===== src/rtl/alu_pkg.sv =====
// alu_pkg: ALU_OP codes shared with the decoder and the execution-unit state encoding
package alu_pkg;
    localparam logic [3:0] OP_AND  = 4'b0000;
    localparam logic [3:0] OP_OR   = 4'b0001;
    localparam logic [3:0] OP_ADD  = 4'b0010;
    localparam logic [3:0] OP_BNE  = 4'b0011;
    localparam logic [3:0] OP_SLL  = 4'b0100;
    localparam logic [3:0] OP_SRL  = 4'b0101;
    localparam logic [3:0] OP_SRA  = 4'b0111;
    localparam logic [3:0] OP_XOR  = 4'b1000;
    localparam logic [3:0] OP_SUB  = 4'b1010;
    localparam logic [3:0] OP_BLT  = 4'b1100;
    localparam logic [3:0] OP_BLTU = 4'b1101;
    localparam logic [3:0] OP_SLT  = 4'b1110;
    localparam logic [3:0] OP_SLTU = 4'b1111;

    typedef enum logic [1:0] {ST_IDLE, ST_SHIFT, ST_DONE} state_t;

    function automatic logic is_shift(input logic [3:0] op);
        return op == OP_SLL || op == OP_SRL || op == OP_SRA;
    endfunction
endpackage


===== src/rtl/alu_shift_iter.sv =====
// alu_shift_iter: iterative one-bit-per-cycle shifter (load, step, last-step flag)
//   i_load : capture i_a, i_amt and shift kind from i_op
//   o_next : register value after one more step
//   o_last : the step producing o_next is the final one
module alu_shift_iter
    import alu_pkg::*;
#(
    parameter int WIDTH   = 32,
    parameter int SHAMT_W = 5
) (
    input  logic               clk,
    input  logic               rst_n,
    input  logic               i_load,
    input  logic [3:0]         i_op,
    input  logic [WIDTH-1:0]   i_a,
    input  logic [SHAMT_W-1:0] i_amt,
    output logic [WIDTH-1:0]   o_next,
    output logic               o_last
);
    logic [WIDTH-1:0]   r_data;
    logic [SHAMT_W-1:0] r_cnt;
    logic               r_left;
    logic               r_arith;

    assign o_next = r_left ? {r_data[WIDTH-2:0], 1'b0}
                           : {r_arith & r_data[WIDTH-1], r_data[WIDTH-1:1]};
    assign o_last = r_cnt == SHAMT_W'(1);

    always_ff @(posedge clk or negedge rst_n) begin
        if (!rst_n) begin
            r_data  <= '0;
            r_cnt   <= '0;
            r_left  <= 1'b0;
            r_arith <= 1'b0;
        end else if (i_load) begin
            r_data  <= i_a;
            r_cnt   <= i_amt;
            r_left  <= i_op == OP_SLL;
            r_arith <= i_op == OP_SRA;
        end else if (r_cnt != '0) begin
            r_data <= o_next;
            r_cnt  <= r_cnt - SHAMT_W'(1);
        end
    end
endmodule


===== src/rtl/alu_seq_unit.sv =====
// alu_seq_unit: multi-cycle integer execution unit with valid/ready handshake
//   IN_VALID_i/IN_READY_o   : op + operands handshake (accepted only in IDLE)
//   ALU_OP_i, A_i, B_i      : operation code and operands
//   OUT_VALID_o/OUT_READY_i : result handshake, held in DONE until taken
//   RESULT_o, ZERO_o        : registered result; ZERO_o=1 means branch taken
module alu_seq_unit
    import alu_pkg::*;
#(
    parameter int WIDTH   = 32,
    parameter int SHAMT_W = 5
) (
    input  logic             clk,
    input  logic             rst_n,
    input  logic             IN_VALID_i,
    output logic             IN_READY_o,
    input  logic [3:0]       ALU_OP_i,
    input  logic [WIDTH-1:0] A_i,
    input  logic [WIDTH-1:0] B_i,
    output logic             OUT_VALID_o,
    input  logic             OUT_READY_i,
    output logic [WIDTH-1:0] RESULT_o,
    output logic             ZERO_o
);
    state_t             r_state;
    logic               r_out_valid;
    logic [WIDTH-1:0]   r_result;
    logic               r_zero;
    logic               w_accept;
    logic               w_shift;
    logic [SHAMT_W-1:0] w_amt;
    logic [WIDTH-1:0]   w_alu;
    logic [WIDTH-1:0]   w_res;
    logic [WIDTH-1:0]   w_sh_next;
    logic               w_sh_last;
    logic               w_lt_s;
    logic               w_lt_u;

    assign IN_READY_o  = r_state == ST_IDLE;
    assign OUT_VALID_o = r_out_valid;
    assign RESULT_o    = r_result;
    assign ZERO_o      = r_zero;
    assign w_accept    = IN_VALID_i & IN_READY_o;
    assign w_shift     = is_shift(ALU_OP_i);
    assign w_amt       = B_i[SHAMT_W-1:0];
    assign w_lt_s      = $signed(A_i) < $signed(B_i);
    assign w_lt_u      = A_i < B_i;
    // A zero-amount shift finishes at accept with the operand unchanged
    assign w_res       = w_shift ? A_i : w_alu;

    always_comb begin
        w_alu = '0;
        case (ALU_OP_i)
            OP_AND:  w_alu = A_i & B_i;
            OP_OR:   w_alu = A_i | B_i;
            OP_XOR:  w_alu = A_i ^ B_i;
            OP_ADD:  w_alu = A_i + B_i;
            OP_SUB:  w_alu = A_i - B_i;
            OP_BNE:  w_alu = WIDTH'(A_i == B_i);
            OP_BLT:  w_alu = WIDTH'(!w_lt_s);
            OP_BLTU: w_alu = WIDTH'(!w_lt_u);
            OP_SLT:  w_alu = WIDTH'(w_lt_s);
            OP_SLTU: w_alu = WIDTH'(w_lt_u);
            default: w_alu = '0;
        endcase
    end

    alu_shift_iter #(.WIDTH(WIDTH), .SHAMT_W(SHAMT_W)) u_shift (
        .clk    (clk),
        .rst_n  (rst_n),
        .i_load (w_accept & w_shift),
        .i_op   (ALU_OP_i),
        .i_a    (A_i),
        .i_amt  (w_amt),
        .o_next (w_sh_next),
        .o_last (w_sh_last)
    );

    always_ff @(posedge clk or negedge rst_n) begin
        if (!rst_n) begin
            r_state     <= ST_IDLE;
            r_out_valid <= 1'b0;
            r_result    <= '0;
            r_zero      <= 1'b0;
        end else begin
            case (r_state)
                ST_IDLE: if (w_accept) begin
                    if (w_shift && w_amt != '0) begin
                        r_state <= ST_SHIFT;
                    end else begin
                        r_result    <= w_res;
                        r_zero      <= w_res == '0;
                        r_out_valid <= 1'b1;
                        r_state     <= ST_DONE;
                    end
                end
                // Latch the final step directly so latency is amount+1
                ST_SHIFT: if (w_sh_last) begin
                    r_result    <= w_sh_next;
                    r_zero      <= w_sh_next == '0;
                    r_out_valid <= 1'b1;
                    r_state     <= ST_DONE;
                end
                ST_DONE: if (OUT_READY_i) begin
                    r_out_valid <= 1'b0;
                    r_state     <= ST_IDLE;
                end
                default: r_state <= ST_IDLE;
            endcase
        end
    end
endmodule

===== config.mk =====
export PLATFORM = sky130hd
export DESIGN_NAME = alu_seq_unit
export DESIGN_NICKNAME = d
export VERILOG_FILES = /design/src/rtl/alu_pkg.sv /design/src/rtl/alu_shift_iter.sv /design/src/rtl/alu_seq_unit.sv
export SDC_FILE = /design/constraint.sdc
export NUM_CORES = 1
export LEC_CHECK = 0
export CORE_ASPECT_RATIO = 0.7
export CORE_MARGIN = 2
export CORE_UTILIZATION = 42
export CTS_BUF_LIST = sky130_fd_sc_hd__clkbuf_4
export DETAILED_ROUTE_END_ITERATION = 8
export GPL_ROUTABILITY_DRIVEN = 0
export PLACE_DENSITY = 0.6
export SETUP_SLACK_MARGIN = 0.1
export SLEW_MARGIN = 20
export SYNTH_ARGS = -nofsm -noshare
export SYNTH_HDL_FRONTEND = slang
export SYNTH_SLANG_ARGS = --single-unit

===== constraint.sdc =====
create_clock -name clk -period 10 [get_ports clk]
set_input_delay 2 -clock clk [delete_from_list [all_inputs] [get_ports clk]]
set_output_delay 2 -clock clk [all_outputs]
set_load 0.05 [all_outputs]

==> metrics.yaml, run 1 <==
clocking:
  hold_buffers: 0
  path_clk_slew_ns: 0.11
  postCtsSetupRepairBufs: 0
  clkSinkCount: 75
  cts_tree: "yes"
  cts_max_path_buffers: 2
  cts_max_level: 3
  insertion_delay_ns: 0.44
  ctsResizeCount: 0
  cts-buffers-inserted: 9
  clock_tree.root_cell: "clkbuf_4"
floorplan:
  core_area_um2: 22700
  fp.dieW_um: 186
  die_y_um: 132
  boundaryPins: 107
  rows: 46
  start_util: 0.430
  die-area_um2: 24500
grt:
  grt_antenna_before_repair: 0
  grt_pass1_vias: 9711
  overflow: 0
  grt_pass1_wl_um: 58300
  grt_start_max_net_pins: 76
  grt_use_total: 0.309
synthesis:
  synth-simple-area-share: 0.216
  yosysUniqueCellTypes: 95
  synth_edf_count: 0
  syn-cell-area_um2: 9770
  async_flop_share: 1.00
  synth_cells: 1324
  synth_xor_xnor_area_share: 0.0108
  synth_top_family_by_area: "compound AO/OA/AOI/OAI gates"
  synth_fa_ha_area_frac: 0.132
  ys.flop_type: "dfrtp_1"
  synth.mux.area_fraction: 0.0406
  synth-compound-area-share: 0.328
  syn_nets: 1498
  ys_warn_count: 0
  syn_area_per_cell_um2: 7.38
  ys_ff_latch: 75
  ys_seq_area_frac: 0.192
routing:
  antenna_left: 0
  via_per_inst: 6.52
  drt-total-wl_um: 38300
  drcViolationCount: 0
  first_pass_iters: 8
  drt_iter0_drc: 1774
  dr_total_vias: 11000
  wl_per_cell_um: 22.7
final_layout:
  drive_gt1_frac: 0.0561
  num-nets-final: 1541
  syn2layout_area_growth_pct: 13.8
  nFillCells: 2303
  layout.cells.non_filler: 1685
timing:
  fmax_ghz: 0.156
  finalHoldViolCount: 0
  slew_violations: 0
  fin_crit_ns: 6.43
  max_slew_margin: 0.270
  setup_tns_ns: 0
  clock-skew-final_ns: 0.00985
  finalSetupViolCount: 0
  worst_pin_slew_ns: 1.09
  rsz0062_at_grt: "no"
  period_share: 0.643
placement:
  hpwl_um: 29500
  io_buffers: 106
  dp_cells: 1668
pwr:
  power_density_nw_per_um2: 199
  ir_drop_uv: 143
  power.leakage_nw: 4.87
worst_setup_path:
  crit_type: "in2reg"
  required_ns: 10.33
  critPathLaunchType: "input pin"
  crit_fanout: 12
  worst_ep_arrival_time_ns: 6.76
  cp-end-kind: "flop"
run:
  maxCapViolCount: 0
hold_path:
  holdCritPathClass: "reg2reg"
outcome:
  status: "finished, final reports clean"
## critical path, stage by stage
cell and delay [ns]:
clkdlybuf4s50_1 0.60, inv_1 0.13, ha_1 0.55, nor2b_1 0.21, a2111oi_1 0.90, a311oi_1 0.23
a2111oi_1 0.69, o21ba_2 0.24, o21ai_1 0.10, a221o_1 0.35, a21o_1 0.19, a211o_2 0.36
o21ai_0 0.15, nand2_1 0.07
## metrics by stage
step / utilization / total power [mW] / hold slack (ns) / setup slack [ns] / instance area (um2)
finish: 0.489 / 2.21 / 0.481 / 3.57 / 11100
global route: 0.489 / 2.35 / 0.506 / 3.39 / 11100
CTS: 0.489 / 2.18 / 0.491 / 3.74 / 11100
detailed placement: 0.481 / 1.94 / 0.464 / 3.22 / 10900
global placement: 0.481 / 1.94 / 0.453 / 3.37 / 10900
floorplan: - / 1.49 / 0.483 / 4.66 / 9770
## registers in the layout, summed over array words and instances (netlist names)
signal and flops:
RESULT_o 32, ZERO_o 1, u_shift.r_data 32, u_shift.r_cnt 5
OUT_VALID_o 1, u_shift.r_left 1, r_state 2, u_shift.r_arith 1
## power breakdown
group / switching (mW) / internal (mW) / leakage, nW
Sequential: 0.116 / 0.452 / 0.924
Clock: 0.104 / 0.128 / 0.0978
Combinational: 0.922 / 0.486 / 3.84
## layer usage
| layer | track usage | wire length [um] | up-vias |
|---|---|---|---|
| li1 | - | - | 4959 |
| met1 | 0.486 | 17400 | 5184 |
| met2 | 0.409 | 14700 | 762 |
| met3 | 0.0865 | 5420 | 88 |
| met4 | 0.0634 | 697 | 0 |
| met5 | 0 | 0 | - |
## area by class of cell
type | instances | area [um2] | share of cell area
antenna | 1 | 2.50 | 0.000225
clock buffer | 10 | 75.1 | 0.00675
clock inverter | 6 | 104 | 0.00934
inverter | 101 | 379 | 0.0341
multi-input combinational | 1060 | 7130 | 0.641
sequential | 75 | 1880 | 0.169
tap | 312 | 390 | 0.0351
timing repair buffer | 120 | 1160 | 0.105
## cells in the final DEF, fill, tap and decap left out, types with 8 or more instances in the layout
cell type / count
a211oi_1: 12
nor2_1: 122
nor4_1: 17
a31oi_1: 13
a21oi_1: 98
o21a_1: 12
a221oi_1: 18
o22ai_1: 12
nand4_1: 18
dfrtp_1: 75
and3_1: 12
nor3_1: 29
a22oi_1: 9
a21o_1: 11
or3_1: 8
buf_4: 15
xnor2_1: 9
o211ai_1: 42
nand2_1: 123
nor2b_1: 21
clkdlybuf4s50_1: 105
o21ai_0: 110
mux2i_1: 34
o31ai_1: 19
nand3_1: 29
ha_1: 100
a211o_1: 10
o311ai_0: 11
nand2b_1: 11
clkbuf_4: 10
inv_1: 100
## cell families after synthesis
family | count (synthesis)
compound gates | 472
flops | 75
buf+inv | 189
fa+ha+maj | 102
simple gates | 435
mux | 39
xor+xnor | 12
## synth_stat cells (all sizes together), types with 7 or more instances
master / instances / share of area
or3: 8 / 0.0051
o221ai: 7 / 0.0063
a221oi: 18 / 0.016
o2111ai: 7 / 0.0063
nor2b: 21 / 0.013
nor3: 31 / 0.016
nand2b: 11 / 0.0070
o311ai: 12 / 0.011
o21ai: 118 / 0.061
nor4: 19 / 0.013
dfrtp: 75 / 0.19
a222oi: 7 / 0.0072
a21o: 12 / 0.0092
and3: 15 / 0.010
nor2: 122 / 0.047
and2: 7 / 0.0047
a211oi: 12 / 0.0092
o31ai: 20 / 0.016
a221o: 8 / 0.0083
o21a: 12 / 0.0092
a21oi: 98 / 0.050
nand2: 124 / 0.048
nand4: 18 / 0.012
o22ai: 12 / 0.0077
nand3: 30 / 0.015
o211ai: 42 / 0.032
inv: 100 / 0.038
mux2i: 34 / 0.035
clkbuf: 78 / 0.038
xnor2: 9 / 0.0081
buf: 10 / 0.0045
a22oi: 9 / 0.0069
a211o: 13 / 0.012
ha: 100 / 0.13
a31oi: 13 / 0.0083
## final timing paths
kind / slack, ns / cells past startpoint / start / end
worst max-delay path: 3.57 / 14 / A_i[9] / RESULT_o[30]
worst min-delay path: 0.48 / 2 / RESULT_o[10] / RESULT_o[10]
worst max register to register: 6.05 / 10 / u_shift.r_cnt[2] / ZERO_o
worst min register to register: 0.48 / 2 / RESULT_o[10] / RESULT_o[10]
max in group asynchronous: 7.69 / 1 / rst_n / u_shift.r_cnt[3]
min in group asynchronous: 1.69 / 1 / rst_n / RESULT_o[8]
Note: power is estimated with default switching activity, not from simulation.
==> inputs of run 2 (changes only) <==
- PLACE_DENSITY: 0.6 -> 0.63
- clock period: 10 -> 5.9 ns (I/O delays scaled with it)
==> metrics.yaml, run 2 (same netlist as run 1, synthesis figures left out) <==
final_layout:
  syn2layout_area_growth_pct: 15.6
  mostFrequentLayoutCells: "123 x nand2_1, 122 x nor2_1, 110 x o21ai_0"
  final_util: 0.497
  num-nets-final: 1571
  nFillCells: 2263
  layout_commonest_cell: "nand2_1"
  drive_gt1_frac: 0.0763
timing:
  finalSetupViolCount: 0
  rsz0062_at_grt: "no"
  fin_crit_ns: 5.58
  setup_tns_ns: 0
  fmax_ghz: 0.179
  slew_violations: 0
  period_share: 0.946
  worst_pin_slew_ns: 0.964
  finalHoldViolCount: 0
  max_slew_margin: 0.353
  clock-skew-final_ns: 0.0119
clocking:
  hold_buffers: 0
  cts_max_level: 3
  cts-buffers-inserted: 9
  cts_tree: "yes"
  ctsResizeCount: 0
  insertion_delay_ns: 0.45
  cts_max_path_buffers: 2
  clock_tree.root_cell: "clkbuf_4"
  clkSinkCount: 75
  path_clk_slew_ns: 0.11
  postCtsSetupRepairBufs: 0
grt:
  busiest_layer: "met1"
  grt_use_total: 0.307
  use_met3: 0.0873
  grt_pass1_vias: 9796
  grt_util_met2: 0.403
  grt_antenna_before_repair: 2
  overflow: 0
  met1_usage: 0.486
  grt_start_max_net_pins: 76
  grt_pass1_wl_um: 58200
worst_setup_path:
  crit_type: "in2reg"
  required_ns: 6.26
  worst_ep_arrival_time_ns: 5.95
  crit_fanout: 7
  cp-end-kind: "flop"
  critPathLaunchType: "input pin"
routing:
  drcViolationCount: 1
  via_per_inst: 6.37
  drt_iter0_drc: 1755
  drt-total-wl_um: 38000
  wl_per_cell_um: 22.2
  first_pass_iters: 8
  dr_total_vias: 10900
  antenna_left: 0
floorplan:
  core_area_um2: 22700
  start_util: 0.430
  rows: 46
  die-area_um2: 24500
  die_y_um: 132
  fp.dieW_um: 186
  boundaryPins: 107
placement:
  io_buffers: 106
  hpwl_um: 29700
pwr:
  power_density_nw_per_um2: 325
  ir_drop_uv: 228
  power.leakage_nw: 4.98
hold_path:
  holdCritPathClass: "reg2reg"
run:
  maxCapViolCount: 0
outcome:
  violations: "design-rule violations"
  status: "complete, but fails checks"
run 2: changes by cell type in the layout (fill, tap and decap cells not counted), sizes merged:
cell	before	now
buf	15	45
bufinv	3	1
clkinv	4	5
clkinvlp	0	1
run 2: worst paths after layout:
path | start | end | slack (ns) | cells past startpoint
max | A_i[0] | ZERO_o | 0.32 | 14
min | RESULT_o[8] | RESULT_o[8] | 0.48 | 2
max reg2reg | u_shift.r_cnt[2] | ZERO_o | 2.34 | 10
min reg2reg | RESULT_o[8] | RESULT_o[8] | 0.48 | 2
max in group asynchronous | rst_n | u_shift.r_data[18] | 4.44 | 1
min in group asynchronous | rst_n | u_shift.r_data[0] | 0.86 | 1
run 2: cell type report:
cell class | count | area [um2] | area share
timing repair buffer | 150 | 1390 | 0.123
inverter | 101 | 379 | 0.0336
multi-input combinational | 1060 | 7120 | 0.631
tap | 312 | 390 | 0.0346
sequential | 75 | 1880 | 0.166
clock inverter | 6 | 56.3 | 0.00499
clock buffer | 10 | 75.1 | 0.00665
antenna | 1 | 2.50 | 0.000222
run 2: metal layers:
layer | share of wire | vias to the layer above
met5 | 0 | -
met4 | 0.020 | 0
met3 | 0.14 | 79
met2 | 0.38 | 697
met1 | 0.47 | 5121
li1 | - | 5032
run 2: worst max-delay path: stages:
cell             delay (ns)
clkdlybuf4s50_1        0.48
ha_1                   0.28
fa_1                   0.42
a21o_1                 0.24
a221o_1                0.36
a211oi_1               0.83
o31a_1                 0.29
o31a_1                 0.25
nor2_1                 0.06
o41ai_1                0.75
o2111ai_1              0.23
nor4_1                 0.25
nand4b_1               0.15
o31ai_2                0.18
run 2: through the flow:
step	total power, mW	hold WS, ns	std cells	area (um2)	setup WS [ns]
2_1_floorplan	2.52	0.483	1324	9770	1.38
3_3_place_gp	3.30	0.454	1698	11200	0.282
3_5_place_dp	3.30	0.460	1698	11200	0.157
4_1_cts	3.62	0.487	1714	11300	0.590
5_1_grt	3.91	0.515	1715	11300	0.222
6_report	3.67	0.482	1715	11300	0.319
run 2: power by group:
| part | switching [mW] | total (mW) | internal [mW] |
|---|---|---|---|
| clock | 0.182 | 0.313 | 0.130 |
| sequential | 0.191 | 0.957 | 0.766 |
| combinational | 1.56 | 2.40 | 0.841 |
==> inputs of run 3 (changes only) <==
- CTS_BUF_LIST: sky130_fd_sc_hd__clkbuf_4 -> not set
- clock period: 5.9 -> 5.01 ns (I/O delays scaled with it)
==> metrics.yaml, run 3 (same netlist as run 1, synthesis figures left out) <==
outcome:
  status: "finished, final reports clean"
worst_setup_path:
  crit_fanout: 10
  required_ns: 5.26
  crit_chain: "clkdlybuf4s50_1 -> inv_1 -> ha_1 -> buf_4 -> nor2_1 -> o311ai_1 -> buf_4 -> a311oi_4 -> o21ai_1 -> o41ai_2 -> a21oi_1 -> o31a_1 -> xor2_1 -> a221o_2 -> nand4b_1 -> o31ai_2"
  crit_buf_inv: 4
  cp_common_cell: "buf_4"
  critPathLaunchType: "input pin"
  crit_type: "in2reg"
  worst_ep_arrival_time_ns: 5.09
  cp-end-kind: "flop"
  critPathMaxStageDelay_ns: 0.55
  crit_path_top_delay_cell: "o41ai_2"
  critPathTopFamily: "compound AO/OA/AOI/OAI gates"
routing:
  drt-total-wl_um: 38800
  drcViolationCount: 0
  via_per_inst: 6.26
  first_pass_iters: 9
  antenna_left: 0
  wl_per_cell_um: 21.5
  dr_total_vias: 11300
  drt_iter0_drc: 1679
timing:
  finalSetupViolCount: 0
  clock-skew-final_ns: 0.00593
  setup_tns_ns: 0
  finalHoldViolCount: 0
  fmax_ghz: 0.207
  worst_pin_slew_ns: 0.933
  rsz0062_at_grt: "yes"
  fin_crit_ns: 4.84
  period_share: 0.966
  whs_ns: 0.473
  slew_violations: 0
  max_slew_margin: 0.378
run:
  maxCapViolCount: 0
hold_path:
  holdCritPathClass: "reg2reg"
placement:
  io_buffers: 106
  hpwl_um: 30600
  dpl_cell_area_um2: 11800
pwr:
  internal_power_mw: 2.43
  ir_drop_uv: 301
  swShare: 0.481
  power.leakage_nw: 5.53
  p_seq_frac: 0.243
  p_sw_mw: 2.25
  p_clk_frac: 0.151
  power_density_nw_per_um2: 384
  power_frac_comb: 0.607
final_layout:
  antennaDiodeCount: 0
  layout_commonest_cell: "buf_4"
  final_area_um2: 12200
  drive_gt1_frac: 0.134
  nFillCells: 2172
  num-nets-final: 1661
  syn2layout_area_growth_pct: 24.9
  mostFrequentLayoutCells: "135 x buf_4, 123 x nand2_1, 122 x nor2_1"
  final_util: 0.537
floorplan:
  fp.dieW_um: 186
  die_y_um: 132
  rows: 46
  start_util: 0.430
  core_area_um2: 22700
  die-area_um2: 24500
  boundaryPins: 107
clocking:
  cts_max_path_buffers: 2
  postCtsSetupRepairBufs: 0
  cts_tree: "yes"
  cts-buffers-inserted: 9
  insertion_delay_ns: 0.34
  clock_tree.root_cell: "clkbuf_16"
  cts_max_level: 3
  path_clk_slew_ns: 0.06
  hold_buffers: 0
  clkSinkCount: 75
  ctsResizeCount: 0
grt:
  grt_use_total: 0.310
  grt_antenna_before_repair: 0
  grt_pass1_wl_um: 58600
  overflow: 0
  grt_start_max_net_pins: 76
  grt_pass1_vias: 10200
[run 3: changes by cell type in the layout (fill, tap and decap cells not counted), moves of 2 or more]
cell / change
buf_4: +90
clkbuf_16: +9
clkbuf_4: -10
clkinv_2: -2
clkbuf_8: +2
[run 3: stage by stage]
stage | total power [mW] | cells | setup WS, ns
6_report | 4.69 | 1804 | 0.171
2_1_floorplan | 2.97 | 1324 | 0.669
4_1_cts | 4.64 | 1804 | 0.224
5_1_grt | 4.99 | 1804 | 0.0998
3_3_place_gp | 3.88 | 1788 | -0.0246
3_5_place_dp | 3.91 | 1788 | -0.131
[run 3: area by class of cell]
class | count | area, um2 | share of cell area
repair buffers | 240 | 2060 | 0.169
multi-input cells | 1060 | 7160 | 0.587
clock buffers | 12 | 256 | 0.0210
clock inverters | 4 | 72.6 | 0.00595
flip-flops and latches | 75 | 1880 | 0.154
inverters | 101 | 379 | 0.0311
well taps | 312 | 390 | 0.0320
[run 3: power groups by stage]
stage                     Sequential [mW]  Combinational [mW]  Clock (mW)
after floorplan                      1.50                1.47           0
after global placement               1.13                2.75           0
after detailed placement             1.14                2.78           0
after CTS                            1.13                2.79       0.715
after global routing                 1.17                3.09       0.741
final                                1.14                2.84       0.706
[run 3: final timing paths]
kind                                           end  depth (start not counted)              from  slack (ns)
worst max-delay path                        ZERO_o                         16            A_i[4]        0.17
max in group asynchronous       u_shift.r_data[21]                          1             rst_n        3.60
min in group asynchronous        u_shift.r_data[4]                          1             rst_n        0.82
worst min-delay path                  RESULT_o[14]                          2      RESULT_o[14]        0.47
worst min register to register        RESULT_o[14]                          2      RESULT_o[14]        0.47
worst max register to register              ZERO_o                         10  u_shift.r_cnt[2]        1.42
[run 3: per-layer routing]
metal | track usage | vias to the layer above | part of all wire
met5 | 0 | - | 0
li1 | - | 5212 | -
met1 | 0.464 | 5304 | 0.45
met2 | 0.410 | 708 | 0.38
met3 | 0.122 | 68 | 0.15
met4 | 0.0687 | 0 | 0.021
[run 3: worst reg2reg max path: cells and delay by family (launching register included)]
family           cells  cell delay [ns]
flip-flops           1             0.42
AND/OR/NAND/NOR      8             2.66
AO/OA/AOI/OAI        2             0.43
